===== config.mk =====
export PLATFORM = sky130hd
export DESIGN_NAME = mem_arbiter
export DESIGN_NICKNAME = d
export VERILOG_FILES = /design/src/rtl/mem_arbiter.sv
export SDC_FILE = /design/constraint.sdc
export NUM_CORES = 1
export LEC_CHECK = 0
export ABC_CLOCK_PERIOD_IN_PS = 1910
export CORE_ASPECT_RATIO = 0.6
export CORE_MARGIN = 2
export CORE_UTILIZATION = 36
export CTS_CLUSTER_DIAMETER = 200
export DETAILED_ROUTE_END_ITERATION = 12
export GPL_TIMING_DRIVEN = 1
export PLACE_DENSITY = 0.77
export SYNTH_ARGS = -nofsm -noshare
export SYNTH_HDL_FRONTEND = slang
export SYNTH_SLANG_ARGS = --single-unit

===== constraint.sdc =====
create_clock -name clk -period 1.91 [get_ports clk]
set_input_delay 0.382 -clock clk [delete_from_list [all_inputs] [get_ports clk]]
set_output_delay 0.382 -clock clk [all_outputs]
set_load 0.1 [all_outputs]

===== src/rtl/mem_arbiter.sv =====
// Round-robin arbiter sharing one data-memory port between CORE_COUNT cores.
// One transaction at a time: IDLE grants and latches, BUSY waits on memory, DONE pulses ready.
module mem_arbiter #(
    parameter int CORE_COUNT = 4,
    parameter int REG_SIZE   = 8,
    parameter int ADDR_SIZE  = 10,
    parameter int TIMEOUT    = 255
) (
    input  logic                             clk,
    input  logic                             reset,
    input  logic [2*CORE_COUNT-1:0]          core_enable,
    input  logic [ADDR_SIZE*CORE_COUNT-1:0]  core_addr,
    input  logic [REG_SIZE*CORE_COUNT-1:0]   core_wr_data,
    output logic [CORE_COUNT-1:0]            core_ready,
    output logic [REG_SIZE-1:0]              core_rd_data,
    output logic [1:0]                       mem_enable,
    output logic [ADDR_SIZE-1:0]             mem_addr,
    output logic [REG_SIZE-1:0]              mem_wr_data,
    input  logic [REG_SIZE-1:0]              mem_rd_data,
    input  logic                             mem_ready,
    output logic                             busy,
    output logic                             timeout_err
);

    localparam int IDW = (CORE_COUNT > 1) ? $clog2(CORE_COUNT) : 1;
    localparam int CW  = $clog2(TIMEOUT + 1);

    typedef enum logic [1:0] {
        IDLE = 2'd0,
        BUSY = 2'd1,
        DONE = 2'd2
    } state_t;

    state_t               state_q, state_d;
    logic [IDW-1:0]       rr_q, rr_d;
    logic [IDW-1:0]       grant_q, grant_d;
    logic [CW-1:0]        cnt_q, cnt_d;
    logic [1:0]           men_q, men_d;
    logic [ADDR_SIZE-1:0] maddr_q, maddr_d;
    logic [REG_SIZE-1:0]  mwd_q, mwd_d;
    logic [REG_SIZE-1:0]  rd_q, rd_d;
    logic                 terr_q, terr_d;

    logic [1:0]           req_op   [CORE_COUNT];
    logic [ADDR_SIZE-1:0] req_addr [CORE_COUNT];
    logic [REG_SIZE-1:0]  req_wd   [CORE_COUNT];
    logic [CORE_COUNT-1:0] req_valid;

    logic                 pick_found;
    logic [IDW-1:0]       pick_idx;

    // 2'b11 is treated as no request so it can never reach the memory port.
    always_comb begin
        req_valid = '0;
        for (int unsigned i = 0; i < CORE_COUNT; i++) begin
            req_op[i]    = core_enable[2*i +: 2];
            req_addr[i]  = core_addr[ADDR_SIZE*i +: ADDR_SIZE];
            req_wd[i]    = core_wr_data[REG_SIZE*i +: REG_SIZE];
            req_valid[i] = (req_op[i] == 2'b01) || (req_op[i] == 2'b10);
        end
    end

    always_comb begin
        logic [IDW-1:0] cand;
        cand       = '0;
        pick_found = 1'b0;
        pick_idx   = rr_q;
        for (int unsigned off = 0; off < CORE_COUNT; off++) begin
            cand = rr_q + IDW'(off);
            if (!pick_found && req_valid[cand]) begin
                pick_found = 1'b1;
                pick_idx   = cand;
            end
        end
    end

    always_comb begin
        state_d = state_q;
        rr_d    = rr_q;
        grant_d = grant_q;
        cnt_d   = cnt_q;
        men_d   = men_q;
        maddr_d = maddr_q;
        mwd_d   = mwd_q;
        rd_d    = rd_q;
        terr_d  = terr_q;
        case (state_q)
            IDLE: begin
                men_d = 2'b00;
                if (pick_found) begin
                    grant_d = pick_idx;
                    men_d   = req_op[pick_idx];
                    maddr_d = req_addr[pick_idx];
                    mwd_d   = req_wd[pick_idx];
                    cnt_d   = '0;
                    state_d = BUSY;
                end
            end
            BUSY: begin
                if (mem_ready) begin
                    rd_d    = (men_q == 2'b01) ? mem_rd_data : '0;
                    men_d   = 2'b00;
                    state_d = DONE;
                end else begin
                    cnt_d = cnt_q + CW'(1);
                    if (cnt_q + CW'(1) == CW'(TIMEOUT)) begin
                        terr_d  = 1'b1;
                        rd_d    = '0;
                        men_d   = 2'b00;
                        state_d = DONE;
                    end
                end
            end
            DONE: begin
                rr_d    = grant_q + IDW'(1);
                state_d = IDLE;
            end
            default: state_d = IDLE;
        endcase
    end

    always_ff @(posedge clk) begin
        if (!reset) begin
            state_q <= IDLE;
            rr_q    <= '0;
            grant_q <= '0;
            cnt_q   <= '0;
            men_q   <= '0;
            maddr_q <= '0;
            mwd_q   <= '0;
            rd_q    <= '0;
            terr_q  <= 1'b0;
        end else begin
            state_q <= state_d;
            rr_q    <= rr_d;
            grant_q <= grant_d;
            cnt_q   <= cnt_d;
            men_q   <= men_d;
            maddr_q <= maddr_d;
            mwd_q   <= mwd_d;
            rd_q    <= rd_d;
            terr_q  <= terr_d;
        end
    end

    always_comb begin
        core_ready = '0;
        if (state_q == DONE) core_ready[grant_q] = 1'b1;
    end

    assign core_rd_data = rd_q;
    assign mem_enable   = men_q;
    assign mem_addr     = maddr_q;
    assign mem_wr_data  = mwd_q;
    assign busy         = (state_q != IDLE);
    assign timeout_err  = terr_q;

endmodule


==> summary.md <==
| Metric | Value |
|---|---|
| Largest delay share family, worst path | buffers and inverters |
| Die area | 7305 sq um |
| VDD IR-drop max | 557.4 uV |
| Router iterations before antenna repair | 4 |
| Cell area after synthesis | 2382 sq um |
| Crit-path cells | clkdlybuf4s15_1 > xnor2_2 > buf_4 > o221ai_2 > a21oi_4 > buf_6 > buf_12 > mux2i_2 > o221ai_1 |
| H-tree levels | 2 |
| Largest area contributor in the netlist | dfxtp_1 |
| Tcrit/Tclk final | 96.63% |
| Syn Nets | 361 |
| Final hold viol count | 0 |
| Final nets | 510 |
| Status | complete, no violations |
| Most common cell in the synthesized netlist | mux2i_1 |
| # DRC | 0 |
| Filler cells | 490 |
| Post-synth ARST share | 0% |
| Most used flip-flop cell after synthesis | dfxtp_1 |
| Finish-stage setup viols | 0 |
| Dpl cells | 478 |
| Routability-driven placement congestion ratio | 0.8866 |
| Fin util | 68.62% |
| Initial antenna violation count | 0 |
| Crit path max fanout | 10 |
| Vias/cell | 5.159 |
| YS warnings | 0 |
| IO Port Bufs | 124 |
| Placed instance area | 3876 sq um |
| Tightest Hold Check Type | reg2reg |
| Setup slack after layout | 0.06443 ns |
| Dpl hpwl | 5739 um |
| Max_cap viols | 0 |
| Die W | 109.0 um |
| Avg WL per Cell | 16.01 um |
| Pre-CTS WS | -0.6679 ns |
| Worst path depth | 9 |
| Worst-path clk slew | 0.09 ns |
| Largest net degree at the start of global routing | 23 |
| Total GRT Usage | 21.00% |
| Buf+Inv Stages, Crit Path | 4 |
| Final non-filler cell total | 498 |
| Leakage | 1.729 nW |
| Final ANT Viol Nets | 0 |
| Slew Viols, Final | 0 |
| Post-synth top cells | mux2i_1 (44), dfxtp_1 (43), nand2_1 (31) |
| Flops & latches, synth | 43 |
| PD cells | 827.7 nW/um^2 |
| R2R cell count | 9 |
| Post-Syn Instances | 264 |
| Minimum hold slack | 0.4654 ns |
| Worst slew pin tran | 0.3286 ns |
| WL final | 7975 um |
| Highest achievable clock rate | 541.8 MHz |
| Arrival @ worst endpoint | 2.02 ns |
| Setup crit start kind | input pin |
| Register area share after synthesis | 36.13% |
| Fin Clk Skew | 0.006397 ns |
| DR vias | 2569 |
| CP Class | in2reg |
| Share of the synthesized area in the top cell type | 36.13% |
| Largest cells by area after synthesis | dfxtp_1 (36%), mux2i_1 (18%), o221ai_1 (7.7%) |
| Hold path cells | 2 |
| Netlist cell types | 33 |
| Fin area | 4288 sq um |
| Power consumption | 3.549 mW |
| Avg Inst Size Synth | 9.024 sq um |
| Starting Density | 38.13% |
| Post-Route Setup TNS | 0 ns |
| Crit-path slowest cell | mux2i_2 |
| Die Height | 67.01 um |
| Total congestion overflow | 0 |
| CTS Buffer Depth | 2 |
| IO Count | 125 |
| Fin crit period | 1.846 ns |
| CP required | 2.08 ns |
| Vias in the first global route | 2524 |
| Worst-skew pair later-pin latency | 0.30 ns |
| CP Capture Type | flip-flop |
| Max incr delay on CP | 0.25 ns |
| Layout area overhead | 79.99% |
| Layout cells sized above 1 | 27.05% |
| Number of buffers created by CTS | 5 |
| Placeable Area | 6248 sq um |
| Initial detailed-routing violation count | 132 |
| First-pass GRT wire length | 11850 um |
| Root buffer cell | clkbuf_8 |
| CTS tree | built |
| # clock sinks | 43 |
| Std-Cell Rows | 22 |
| ANT cells | 0 |
| Post-synth EDFFs | 0 |
| Slew Limit Headroom | 77.99% |
==> tightest hold or removal path, cell delays in order, from the launching register on <==
cell and delay (ns):
dfxtp_1 0.33, nand2_1 0.05, o221ai_1 0.05
==> final cells by class <==
class                      count  area, sq um  share of cell area [%]
clock buffer                   5        68.82                   1.605
timing repair buffer         157         1593                   37.15
clock inverter                 3        67.56                   1.576
tap                           84        105.1                   2.451
multi-input combinational    199         1564                   36.48
inverter                       7        26.28                  0.6128
sequential                    43        863.3                   20.13
==> report_power, final <==
part / internal [mW] / switching, mW
clock: 0.522 / 0.342
sequential: 0.984 / 0.0629
combinational: 0.643 / 0.994
total: 2.15 / 1.40
==> layout by cell type (no fill, tap or decap), types with 3 or more instances in the layout <==
master and instances:
dfxtp_1 41, o221ai_1 14, clkbuf_2 3, and2_1 5, buf_4 50, dlygate4sd2_1 3, clkbuf_8 5, nand3_1 5
inv_1 7, mux2i_1 38, nand2_1 30, o21ai_0 4, nor3_1 5, a21o_1 3, and3_1 3, ha_1 5
o221ai_2 8, xnor2_2 3, buf_12 13, a21oi_1 11, mux2i_2 5, nor2_1 25, clkdlybuf4s50_1 82, a22oi_1 5
==> repair_timing <==
| action | in CTS | in global routing |
|---|---|---|
| hold buffers | 0 | 0 |
| resized for setup | 17 | 34 |
| pin swaps | 5 | 11 |
| cloned | 1 | 2 |
| setup buffers | 6 | 3 |
| setup endpoints to repair | 26 | 30 |
==> final timing paths <==
check             slack (ns)           start              to
hold reg to reg         0.47  mem_wr_data[5]  mem_wr_data[5]
hold / removal          0.47  mem_wr_data[5]  mem_wr_data[5]
setup reg to reg        0.13        cnt_q[1]   mem_enable[1]
setup / recovery        0.06  core_enable[1]   mem_enable[1]
==> registers in the layout, indices dropped and copies added (netlist names) <==
signal	count
mem_addr	10
mem_enable	2
state_q	2
cnt_q	8
rr_q	2
core_rd_data	8
grant_q	2
timeout_err	1
mem_wr_data	8
==> routing by layer <==
layer / share of wire (%) / track usage (%) / vias to the layer above
met4: 1.3 / 5.769 / 0
met1: 45 / 27.53 / 1187
met5: 0 / 0 / -
li1: - / - / 1267
met3: 8.3 / 6.164 / 10
met2: 45 / 33.62 / 105
==> logic make-up after synthesis <==
logic type	count (synthesis)	share of synthesized area [%]
XOR/XNOR	8	3.572
buffers and inverters	23	5.200
AND/OR/NAND/NOR	84	15.49
multiplexers	44	18.49
flip-flops	43	36.13
AO/OA/AOI/OAI	56	17.96
adder cells (fa/ha/maj)	6	3.151
(Power assumes the default switching activity.)
